File: config.mk
export PLATFORM = sky130hd
export DESIGN_NAME = bsr_chain
export DESIGN_NICKNAME = d
export VERILOG_FILES = /design/src/rtl/bsr_chain_pkg.sv /design/src/rtl/bsr_chain_cell.sv /design/src/rtl/bsr_chain.sv
export SDC_FILE = /design/constraint.sdc
export NUM_CORES = 1
export LEC_CHECK = 0
export CAP_MARGIN = 20
export CORE_MARGIN = 5
export CORE_UTILIZATION = 53
export CTS_BUF_LIST = sky130_fd_sc_hd__clkbuf_4
export DETAILED_ROUTE_END_ITERATION = 8
export PLACE_DENSITY = 0.85
export SLEW_MARGIN = 25
export SYNTH_ARGS = -nofsm -noshare
export SYNTH_HDL_FRONTEND = slang
export SYNTH_SLANG_ARGS = --single-unit
File: constraint.sdc
create_clock -name clk -period 3.2 [get_ports clk]
set_input_delay 0.64 -clock clk [delete_from_list [all_inputs] [get_ports clk]]
set_output_delay 0.64 -clock clk [all_outputs]
set_load 0.01 [all_outputs]
File: src/rtl/bsr_chain_pkg.sv
// Shared definitions for the boundary-scan register chain: instruction
// encodings, default chain length and the input/output cell index ranges.
package bsr_chain_pkg;

  typedef enum logic [1:0] {
    SAMPLE_PRELOAD = 2'b00,
    EXTEST         = 2'b01,
    INTEST         = 2'b10
  } instr_e;

  localparam int BSR_LEN_DEFAULT = 9;

  localparam int IN_LO  = 0;
  localparam int IN_HI  = 4;
  localparam int OUT_LO = 5;
  localparam int OUT_HI = 8;

endpackage

File: src/rtl/bsr_chain_cell.sv
// One boundary-scan bit: a capture/shift flop feeding an update latch-flop.
module bsr_cell (
  input  logic clk,
  input  logic rst_n,
  input  logic capture,
  input  logic shift,
  input  logic update,
  input  logic capture_data,
  input  logic scan_data,
  output logic sr_bit,
  output logic ur_bit
);

  // Capture wins over shift, which wins over update.
  always_ff @(posedge clk or negedge rst_n) begin
    if (!rst_n) begin
      sr_bit <= 1'b0;
      ur_bit <= 1'b0;
    end else begin
      if (capture)
        sr_bit <= capture_data;
      else if (shift)
        sr_bit <= scan_data;
      if (update && !capture && !shift)
        ur_bit <= sr_bit;
    end
  end

endmodule

File: src/rtl/bsr_chain.sv
// Boundary-scan register chain around a small core; define BSR_PARITY_EN
// to add a parity cell at the LSB of the scan path.
module bsr_chain
  import bsr_chain_pkg::*;
#(
  parameter int BSR_LEN = BSR_LEN_DEFAULT
) (
  input  logic       clk,
  input  logic       rst_n,
  input  logic       tdi,
  input  logic       sel,
  input  logic       capture_dr,
  input  logic       shift_dr,
  input  logic       update_dr,
  input  logic [1:0] instr,
  input  logic [4:0] pin_in,
  input  logic [3:0] core_y,
  output logic [4:0] core_x,
  output logic       core_en,
  output logic       core_step,
  output logic [3:0] pin_out,
  output logic       tdo
);

  logic [BSR_LEN-1:0] sr;
  logic [BSR_LEN-1:0] ur;
  logic [BSR_LEN-1:0] cap_vec;
  logic [BSR_LEN-1:0] chain_in;
  logic               cap;
  logic               shf;
  logic               upd;
  logic               step_q;

  assign cap = sel & capture_dr;
  assign shf = sel & shift_dr & ~capture_dr;
  assign upd = sel & update_dr & ~capture_dr & ~shift_dr;

  always_comb begin
    core_x  = '0;
    pin_out = '0;
    core_en = 1'b1;
    case (instr)
      EXTEST: begin
        pin_out = ur[OUT_HI:OUT_LO];
        core_en = 1'b0;
      end
      INTEST: core_x = ur[IN_HI:IN_LO];
      default: begin
        core_x  = pin_in;
        pin_out = core_y;
      end
    endcase
  end

  // Input cells observe what the core actually sees, output cells the core state.
  always_comb begin
    cap_vec                = '0;
    cap_vec[IN_HI:IN_LO]   = core_x;
    cap_vec[OUT_HI:OUT_LO] = core_y;
  end

  assign chain_in = {tdi, sr[BSR_LEN-1:1]};

  for (genvar i = 0; i < BSR_LEN; i++) begin : g_cell
    bsr_cell u_cell (
      .clk          (clk),
      .rst_n        (rst_n),
      .capture      (cap),
      .shift        (sel & shift_dr),
      .update       (sel & update_dr),
      .capture_data (cap_vec[i]),
      .scan_data    (chain_in[i]),
      .sr_bit       (sr[i]),
      .ur_bit       (ur[i])
    );
  end

`ifdef BSR_PARITY_EN
  logic par_q;

  // Parity cell sits below the data cells and never reaches the update register.
  always_ff @(posedge clk or negedge rst_n) begin
    if (!rst_n)
      par_q <= 1'b0;
    else if (cap)
      par_q <= ^cap_vec;
    else if (shf)
      par_q <= sr[0];
  end

  assign tdo = par_q;
`else
  assign tdo = sr[0];
`endif

  always_ff @(posedge clk or negedge rst_n) begin
    if (!rst_n)
      step_q <= 1'b0;
    else
      step_q <= upd && (instr == INTEST);
  end

  assign core_step = step_q;

endmodule

Yosys cells after proc, flatten, opt, wreduce, memory -nomap -nowiden --
Index checks and enable logic that the tools add are counted.
Operators by class: equality and inequality tests 2, muxes and demuxes 21, bitwise operators 7, reductions and logical operators 6
Operators by type and width (number):
- two-way mux 1 bit | 19
- case mux 5 bit (2 select lines) | 1
- case mux 4 bit (2 select lines) | 1
- AND 1 bit | 5
- logical AND 1 bit | 3
- == test 2 x 1 -> 1 bit, second input constant | 1
- == test 2 bit, second input constant | 1
- logical NOT 1 bit | 2
- inverter 1 bit | 2
- nonzero test 2 bit | 1
Storage, ports and cells: register bits after elaboration 19, input bits 18, output and inout port bits 12, logic and storage cells 55

Longest topological paths before layout --
word-level depth 4, mapped depth 6, gate-level depth less buffers 5

Modules after synthesis --
A second synthesis with hierarchy kept.
Unflattened totals: cells, all modules 98, area total of the unflattened synthesis 1057.3 µm²
Modules (own cells, without submodules):
- bsr_cell | instances 9, cells each 7, area an instance 92.6 µm², seq. area each 50.0 µm²
- bsr_chain | instances 1, cells each 35, area an instance 224.0 µm², seq. area each 25.0 µm²

Worst setup path after synthesis --
OpenSTA, ideal clock, no wires.
kind input to output, from input instr[0], to output pin_out[1], arrival time 1.539 ns, data required time 2.560 ns, setup slack 1.021 ns, stages 5, path buffers 1, cells stage by stage inv_1 ha_1 buf_2 nor2_1 a22o_1
Between the ends: longest elaborated chain between the ends 2, elaborated cells on any way between the ends 3, classes of those cells eq/ne: 2; mux: 1
Ends and longest elaborated chain:
- start, declared | line bsr_chain.sv:15 | input logic [1:0] instr,
- == test 2 bit / == test 2 x 1 -> 1 bit (equally long branches) | line bsr_chain.sv:42 | case (instr)
- case mux 4 bit (2 select lines) (*) | line bsr_chain.sv:42
- end, declared | line bsr_chain.sv:21 | output logic [3:0] pin_out,
Every way passes the cells marked *; elsewhere a longest branch is shown, timed or not.

Worst setup path after layout --
Ends and elaborated chain as after synthesis.

==> results by group <==
Status
  – Outcome: completed

Synth
  – Mapped Area: 0.00109 mm2
  – #FFs+latches synth: 19
  – Commonest cells in the netlist: dfrtp_1, nand2_1, o22ai_1
  – Async SR Flop Fraction: 1.00
  – Post-synth EDFFs: 0
  – Post-synthesis sequential area ratio: 0.438
  – Largest area contributor in the netlist: dfrtp_1
  – Synth cell types: 21
  – Synth Instances: roughly 110
  – Most common cell in the synthesized netlist: dfrtp_1
  – Average footprint of a synthesized cell: a little over 10 um2
  – Syn nets: ~130
  – Main synth FF type: dfrtp_1
  – Top-area cell type share of the netlist area: 0.438
  – Ranking of synthesized cells by area: dfrtp_1, mux2_4, o22ai_1
  – Synth warn: 0

Place
  – DPL Wire Length: around 1.8 mm
  – Place WS: -0.0504 ns
  – Routability congestion estimate: about 0.80
  – Buffers added on ports: 29

Setup path
  – CP Buf/Inv Count: 3
  – Critical-path cell list: clkdlybuf4s50_1, inv_1, ha_4, nor2_1, a22o_1, clkdlybuf4s50_1
  – Kind of cell adding the most delay to the critical path: buffers and inverters
  – Worst setup SP type: primary input
  – CP required: between 2 and 3 ns
  – Most used cell along the critical path: clkdlybuf4s50_1
  – Crit-path slowest cell: clkdlybuf4s50_1
  – Worst Setup End Kind: output port
  – CP Max Fanout: 4
  – Critical path arrival: between 2 and 2.5 ns
  – Slowest cell delay on critical path: between 0.5 and 0.6 ns
  – Critical path class: primary input to output port

Finish
  – # fillers: approximately 180
  – Layout area overhead: 29.8%
  – Diode count: 0
  – Ratio of cells with drive above 1 in the final layout: 0.143
  – Fin nets: 155

CTS
  – CTS buffer count: 3
  – Post-CTS Hold Buffers: 0
  – Clk sink count: 19
  – Clock tree buffer depth: 2
  – Setup bufs post-CTS: 0
  – Clk pin slew, worst setup/hold paths: 0.11 ns
  – Clk root buf: clkbuf_4
  – Clock Latency Late Sink: approximately 0.3 ns
  – H-tree levels: 1
  – TritonCTS clock tree: done

Die
  – Die H: 55.3 um
  – Core area: about 0.0020 mm2
  – Die width: 55.3 um
  – Starting density of the core: 0.554
  – Die area: 0.00305 mm2
  – FP Rows: 16
  – Boundary Pins: 30

Drt
  – Initial DRC Count: 16
  – Final wirelength: around 2.5 mm
  – Wire per inst: between 15 and 20 um
  – DRT antenna net count: 0
  – Vias per inst: ~5.7
  – First drt pass iteration count: 4
  – DR DRC count: 0
  – Vias: 908

Timing
  – RSZ-0062 raised after global routing: no
  – Crit share post-route: 0.957
  – Slew @ Worst Pin: 0.892 ns
  – Setup Viol. Count Final: 0
  – Final WS setup: between 0.1 and 0.15 ns
  – Worst slew margin: 0.404
  – Hold Vio Cnt, Final: 0
  – Clock Skews: about 0.0012 ns
  – Tmin final: around 3 ns
  – Total Neg Setup Slack: 0 ns
  – Slew Limit Fails: 0
  – Fmax: around 330 MHz

Global routing
  – Grt met1 use: 0.185
  – GRT Total Usage: 0.168
  – Most Crowded Layer GR: met2
  – Total grt overflow: 0
  – Largest net degree at the start of global routing: 20
  – Vias in the first global route: approximately 940
  – Met3 Use GR: 0.0629
  – Met2 Use GR: 0.301
  – Initial antenna violation count: 0
  – First-pass GRT wire length: 4.15 mm

Power
  – Pwr dens: ~480 mW/mm2
  – Maximum vdd drop: 0.406 mV
  – Leakage: 0.627 nW

Min path
  – Hold Crit Class: register to register

Run
  – Max_cap viols: 0
report_power, final:
part           total [mW]  internal, mW  leakage, nW  switching, mW
combinational       0.212         0.132        0.378         0.0809
clock               0.132        0.0571       0.0184         0.0751
sequential          0.336         0.295        0.230         0.0414
sequential cells by signal, indices dropped and copies added, names as in the netlist:
| signal | count |
|---|---|
| g_cell.u_cell.sr_bit | 9 |
| g_cell.u_cell.ur_bit | 9 |
| core_step | 1 |
final cells by class:
| cell class | instances | area [um2] | share of cell area |
|---|---|---|---|
| well taps | 27 | 33.8 | 0.0240 |
| multi-input cells | 69 | 520 | 0.369 |
| repair buffers | 33 | 320 | 0.227 |
| flip-flops and latches | 19 | 475 | 0.337 |
| clock buffers | 4 | 30.0 | 0.0213 |
| inverters | 8 | 30.0 | 0.0213 |
cells by family after synthesis:
kind of cell	Yosys count	share of synthesized area
simple gates	26	0.112
fa+ha+maj	3	0.0346
compound gates	31	0.195
flops	19	0.438
mux	9	0.124
buf+inv	18	0.0968
metrics by stage:
step                hold WS (ns)  std cells   util  total power, mW  instance area (um2)
floorplan                  0.344        106      -            0.470                 1090
global placement           0.495        156  0.696            0.541                 1370
detailed placement         0.504        156  0.696            0.549                 1370
CTS                        0.529        160  0.712            0.687                 1400
global route               0.548        160  0.719            0.716                 1410
finish                     0.528        160  0.719            0.681                 1410
cell usage in the layout (no fill, tap or decap), drive strengths merged:
cell type / synthesis / layout
nand3: 3 / 3
and4bb: 1 / 1
mux2: 9 / 9
and3: 1 / 1
a221o: 4 / 4
clkdlybuf4s50: 0 / 29
o22ai: 14 / 14
ha: 3 / 3
nand2: 16 / 16
clkbuf: 0 / 4
a21oi: 5 / 5
inv: 8 / 8
nor2b: 1 / 1
o21ai: 3 / 3
nand3b: 1 / 1
dfrtp: 19 / 19
and2: 1 / 1
a22o: 4 / 4
a221oi: 1 / 1
nor2: 2 / 2
buf: 10 / 4
repair_timing:
action / in CTS / in global routing
resized for setup: 1 / 1
pin swaps: 0 / 0
setup endpoints to repair: 4 / 9
final timing paths:
| check | from | endpoint | slack, ns | depth (start not counted) |
|---|---|---|---|---|
| hold / removal | g_cell[8].u_cell.ur_bit | g_cell[8].u_cell.ur_bit | 0.53 | 1 |
| setup / recovery | instr[0] | pin_out[1] | 0.14 | 6 |
| min in group asynchronous | rst_n | g_cell[3].u_cell.ur_bit | 0.83 | 1 |
| setup reg to reg | g_cell[1].u_cell.sr_bit | g_cell[0].u_cell.sr_bit | 2.20 | 3 |
| hold reg to reg | g_cell[8].u_cell.ur_bit | g_cell[8].u_cell.ur_bit | 0.53 | 1 |
| max in group asynchronous | rst_n | core_step | 1.82 | 1 |
worst reg2reg max path: stages, from the launching register on:
cell     delay (ns)
dfrtp_1        0.41
nand3_1        0.09
o21ai_1        0.09
a221o_1        0.31
metal layers:
metal  vias up  share of wire
met5         -              0
met4         0              0
met3         0          0.048
met2        28           0.52
met1       445           0.43
li1        435              -
Note: power is estimated with default switching activity, not from simulation.
